`src/rtl/cdb_issue_scheduler.sv`:
```
// Per-cycle issue arbiter for Int/Lsb/Mul/Div queues with CDB slot reservation and divider tracking.
// Optional issue statistics counters are built when ISSUE_STATS_EN is defined.
module cdb_issue_scheduler #(
  parameter int unsigned MUL_LAT = 4,
  parameter int unsigned DIV_LAT = 7
) (
  input  logic        Clk,
  input  logic        Reset,
  input  logic        IntQ_Ready,
  input  logic        Lsbuf_Ready,
  input  logic        MulQ_Ready,
  input  logic        DivQ_Ready,
  input  logic        Cdb_Flush,
  output logic        Iss_Int,
  output logic        Iss_Lsb,
  output logic        Iss_Mul,
  output logic        Iss_Div,
  output logic        Iss_DivBusy
`ifdef ISSUE_STATS_EN
  ,
  output logic [15:0] Iss_StallCnt,
  output logic [15:0] Iss_GrantCnt
`endif
);

  localparam int unsigned DCNT_W = 5;

  logic [DIV_LAT-1:0] slotRes, slotResNxt;
  logic [DCNT_W-1:0]  divCnt, divCntNxt;
  logic               lastLsb, lastLsbNxt;
  logic               issOk, slotFree;

  // Grants: flush and reset suppress everything; slot 0 reservation blocks Int/Lsb.
  always_comb begin
    issOk       = ~Reset & ~Cdb_Flush;
    slotFree    = issOk & ~slotRes[0];
    Iss_Int     = slotFree & IntQ_Ready & (~Lsbuf_Ready | lastLsb);
    Iss_Lsb     = slotFree & Lsbuf_Ready & (~IntQ_Ready | ~lastLsb);
    Iss_Mul     = issOk & MulQ_Ready & ~slotRes[MUL_LAT];
    // The divider frees up on the cycle its result reaches the CDB input.
    Iss_Div     = issOk & DivQ_Ready & (divCnt <= DCNT_W'(1));
    Iss_DivBusy = ~Reset & (divCnt != '0);
  end

  // Next-state: shift reservations, count down divider, remember round-robin winner.
  always_comb begin
    slotResNxt = slotRes >> 1;
    divCntNxt  = divCnt;
    lastLsbNxt = lastLsb;
    if (Iss_Mul) slotResNxt[MUL_LAT-1] = 1'b1;
    if (Iss_Div) slotResNxt[DIV_LAT-1] = 1'b1;
    if (Iss_Div)
      divCntNxt = DCNT_W'(DIV_LAT);
    else if (divCnt != '0)
      divCntNxt = divCnt - DCNT_W'(1);
    if (Iss_Int | Iss_Lsb) lastLsbNxt = Iss_Lsb;
  end

  always_ff @(posedge Clk) begin
    if (Reset) begin
      slotRes <= '0;
      divCnt  <= '0;
      lastLsb <= 1'b1;
    end else begin
      slotRes <= slotResNxt;
      divCnt  <= divCntNxt;
      lastLsb <= lastLsbNxt;
    end
  end

`ifdef ISSUE_STATS_EN
  logic        stallHit;
  logic [1:0]  grantNum;
  logic [16:0] stallSum, grantSum;

  // Saturating statistics counters.
  always_comb begin
    stallHit = (IntQ_Ready | Lsbuf_Ready) & slotRes[0] & ~Cdb_Flush;
    grantNum = 2'(Iss_Int | Iss_Lsb) + 2'(Iss_Mul) + 2'(Iss_Div);
    stallSum = {1'b0, Iss_StallCnt} + 17'(stallHit);
    grantSum = {1'b0, Iss_GrantCnt} + 17'(grantNum);
  end

  always_ff @(posedge Clk) begin
    if (Reset) begin
      Iss_StallCnt <= '0;
      Iss_GrantCnt <= '0;
    end else begin
      Iss_StallCnt <= stallSum[16] ? 16'hFFFF : stallSum[15:0];
      Iss_GrantCnt <= grantSum[16] ? 16'hFFFF : grantSum[15:0];
    end
  end
`endif

endmodule

```
`config.mk`:
```
export PLATFORM = sky130hd
export DESIGN_NAME = cdb_issue_scheduler
export DESIGN_NICKNAME = d
export VERILOG_FILES = /design/src/rtl/cdb_issue_scheduler.sv
export SDC_FILE = /design/constraint.sdc
export NUM_CORES = 1
export LEC_CHECK = 0
export CAP_MARGIN = 20
export CELL_PAD_IN_SITES_DETAIL_PLACEMENT = 2
export CELL_PAD_IN_SITES_GLOBAL_PLACEMENT = 2
export CORE_MARGIN = 2
export CORE_UTILIZATION = 33
export CTS_BUF_LIST = sky130_fd_sc_hd__clkbuf_4 sky130_fd_sc_hd__clkbuf_8
export DETAILED_ROUTE_END_ITERATION = 16
export PLACE_DENSITY = 0.93
export SETUP_SLACK_MARGIN = 0.3
export SKIP_CTS_REPAIR_TIMING = 1
export SLEW_MARGIN = 20
export SYNTH_ARGS = -nofsm -noshare
export SYNTH_HDL_FRONTEND = slang
export SYNTH_SLANG_ARGS = --single-unit
export TNS_END_PERCENT = 20
```
`constraint.sdc`:
```
create_clock -name Clk -period 2.7 [get_ports Clk]
set_input_delay 0.54 -clock Clk [delete_from_list [all_inputs] [get_ports Clk]]
set_output_delay 0.54 -clock Clk [all_outputs]
set_load 0.02 [all_outputs]
```
==> results.py <==
metrics = {
    "placed_design": {
        "portBuffers": 11,
        "hpwl_um": 1110,
        "placed_area_sq_um": 729,
        "gp_congestion": 0.699,
        "dp_cells": 90,
    },
    "power": {
        "irDropWorstVdd_uv": 487,
        "powerDensity_nw_per_um2": 939,
        "internal_power_mw": 0.456,
        "p_clk_share_pct": 18.9,
        "p_seq_share_pct": 39.5,
        "p_sw_mw": 0.267,
        "sw_frac_of_total_pct": 37.0,
        "p_comb_share_pct": 41.7,
        "p_leak_nw": 0.386,
    },
    "timing": {
        "skew_ns": 0.00418,
        "hold_viol": 0,
        "slew_violations": 0,
        "setup_viol": 0,
        "finalCriticalPeriod_ns": 2.63,
        "grt_setup_unrepaired": "yes",
        "max_freq_mhz": 380,
        "setup_tns_ns": 0,
        "relSlewSlack_pct": 77.2,
        "tightestPinTransition_ns": 0.340,
        "fin_crit_sh_pct": 97.5,
    },
    "cells_and_area": {
        "instances_no_fill": 94,
        "finalNetCount": 89,
        "final_cell_area_sq_um": 769,
        "syn_to_final_growth_pct": 36.1,
        "diodes": 0,
        "drive_gt1_share_pct": 14.1,
    },
    "worst_setup_path": {
        "cp_max_fo": 6,
        "cp-end-kind": "primary output",
        "r2r_slack_ns": 1.16,
        "rr_worst_depth": 6,
        "worst_ep_required_time_ns": 2.16,
        "arrival_ns": 2.09,
        "crit_type": "in2out",
        "cp-start-kind": "primary input",
        "r2r-start": "divCnt[0]",
        "r2r_end": "divCnt[3]",
    },
    "routing": {
        "vias": 490,
        "drt_iter0_markers": 3,
        "drt_pass1_iterations": 3,
        "drtAntennaViolNets": 0,
        "viasPerCell": 5.21,
        "wirelength_um": 1570,
        "drc": 0,
        "wl_per_cell_um": 16.7,
    },
    "synth": {
        "synth.yosys.seq_area_share_pct": 46.0,
        "syn-cell-area_sq_um": 566,
        "synth.avg_cell_area_sq_um": 9.59,
        "yosys_warnings": 0,
        "synth.distinct_cells": 23,
        "synthCells": 59,
        "synthesis.nets": 69,
        "ys_seq_elements": 13,
    },
    "die": {
        "die_height_um": 45.4,
        "initial_core_util_pct": 36.3,
        "core_sq_um": 1560,
        "die-area_sq_um": 2060,
        "num_rows": 14,
        "ios": 12,
        "die_w_um": 45.4,
    },
    "clock_tree": {
        "worstSkewPairLatency_ns": 0.29,
        "cts_inserted_buffers": 3,
        "clk_path_buf_depth": 2,
        "cts_tree": "built",
        "cts_root_buffer": "clkbuf_4",
        "htree_levels": 1,
        "clk_pin_slew_worst_paths_ns": 0.08,
        "clkSinkCount": 13,
    },
    "min_path": {
        "min_delay_path_depth": 1,
        "hold_path.class": "reg2reg",
        "whs_endpoint": "slotRes[4]",
        "hold_path.startpoint": "slotRes[5]",
    },
    "grt": {
        "antenna_found_initial": 0,
        "grt_pass1_vias": 525,
        "grt_usage_pct": 17.7,
        "grt_overflow": 0,
        "grt_pass1_wl_um": 2470,
        "grt_max_degree": 10,
    },
    "job": {
        "maxCapViolCount": 0,
    },
    "status": {
        "outcome": "finished, final reports clean",
    },
}
[layout make-up]
type,count,area [sq um]
fillers,170,790
inverters,5,18.8
clock buffers,4,30.0
multi-input cells,40,288
flip-flops and latches,13,260
repair buffers,16,153
well taps,16,20.0
[metal layers]
metal / GRT usage (%) / vias up / share of wire, %
met2: 26.2 / 6 / 50
met5: 0 / - / 0
met1: 22.7 / 243 / 44
li1: - / 236 / -
met3: 7.14 / 5 / 2.4
met4: 7.06 / 0 / 3.3
[cells in the final DEF, fill, tap and decap left out]
master,n
inv_1,5
nor4b_1,1
ha_1,3
nor2b_1,5
clkbuf_4,4
dlymetal6s2s_1,2
nor3_1,3
nor2_1,6
and3_1,4
dfxtp_1,13
xor2_1,2
nor3_2,1
a21oi_1,3
nand2b_1,1
o2111ai_1,1
nand3b_1,1
nand3_1,1
clkdlybuf4s50_1,9
o21bai_1,1
nor4b_4,1
xnor2_1,1
mux2i_1,1
buf_4,5
a21o_1,1
o311ai_0,1
nor3b_1,1
nand2_1,1
[cells in the mapped netlist]
| library cell | number | area (sq um) |
|---|---|---|
| inv_1 | 5 | 18.8 |
| nand3_1 | 1 | 5.00 |
| clkbuf_1 | 1 | 3.75 |
| and3_1 | 4 | 25.0 |
| nand2_1 | 1 | 3.75 |
| nor4b_1 | 1 | 8.76 |
| dfxtp_1 | 13 | 260 |
| nand3b_1 | 1 | 7.51 |
| o2111ai_1 | 1 | 8.76 |
| o311ai_0 | 1 | 8.76 |
| nor2b_1 | 5 | 31.3 |
| nand2b_1 | 1 | 6.26 |
| a21o_1 | 1 | 7.51 |
| ha_1 | 3 | 37.5 |
| xor2_1 | 2 | 17.5 |
| xnor2_1 | 1 | 8.76 |
| nor3b_1 | 1 | 7.51 |
| nor2_1 | 6 | 22.5 |
| mux2i_1 | 1 | 10.0 |
| a21oi_1 | 3 | 15.0 |
| o21bai_1 | 1 | 7.51 |
| nor4b_4 | 1 | 23.8 |
| nor3_1 | 4 | 20.0 |
[power groups by stage]
| stage | registers, mW | clock network, mW | logic, mW |
|---|---|---|---|
| floorplan | 0.275 | 0 | 0.203 |
| finish | 0.285 | 0.136 | 0.301 |
| global route | 0.294 | 0.155 | 0.334 |
| global placement | 0.284 | 0 | 0.284 |
| detailed placement | 0.289 | 0 | 0.300 |
| CTS | 0.284 | 0.140 | 0.303 |
[registers in the layout, indices dropped and copies added, names as in the netlist]
signal,flops
slotRes,7
divCnt,5
lastLsb,1
[worst max path at each step]
stage,from,slack [ns],endpoint
after floorplan,Reset,0.64,Iss_Mul
after global placement,Reset,0.03,Iss_Mul
after detailed placement,Reset,0.06,Iss_Div
after CTS,Reset,-0.007,Iss_Div
after global routing,Reset,-0.02,Iss_Lsb
final,Reset,0.07,Iss_Lsb
[kinds of logic after synthesis]
| family | Yosys count | share of synthesized area (%) |
|---|---|---|
| DFF | 13 | 46.0 |
| and+or+nand+nor | 26 | 28.5 |
| xor gates and xnor gates | 3 | 4.65 |
| AOI/OAI and AO/OA | 7 | 8.41 |
| adders and majority gates | 3 | 6.64 |
| buffers and inverters | 6 | 3.98 |
| muxes | 1 | 1.77 |
[through the flow]
step	total power, mW	setup WS [ns]	utilization, %	hold slack (ns)
4_1_cts	0.728	-0.00676	48.7	0.455
2_1_floorplan	0.478	0.642	-	0.414
6_report	0.723	0.0678	49.4	0.448
3_5_place_dp	0.589	0.0552	46.8	0.429
5_1_grt	0.782	-0.0210	49.4	0.461
3_3_place_gp	0.568	0.0262	46.8	0.418
[critical path: stages]
cell and delay (ns):
clkdlybuf4s50_1 0.52, nor3_2 0.24, and3_1 0.18, clkdlybuf4s50_1 0.60
Note: power is estimated with default switching activity, not from simulation.
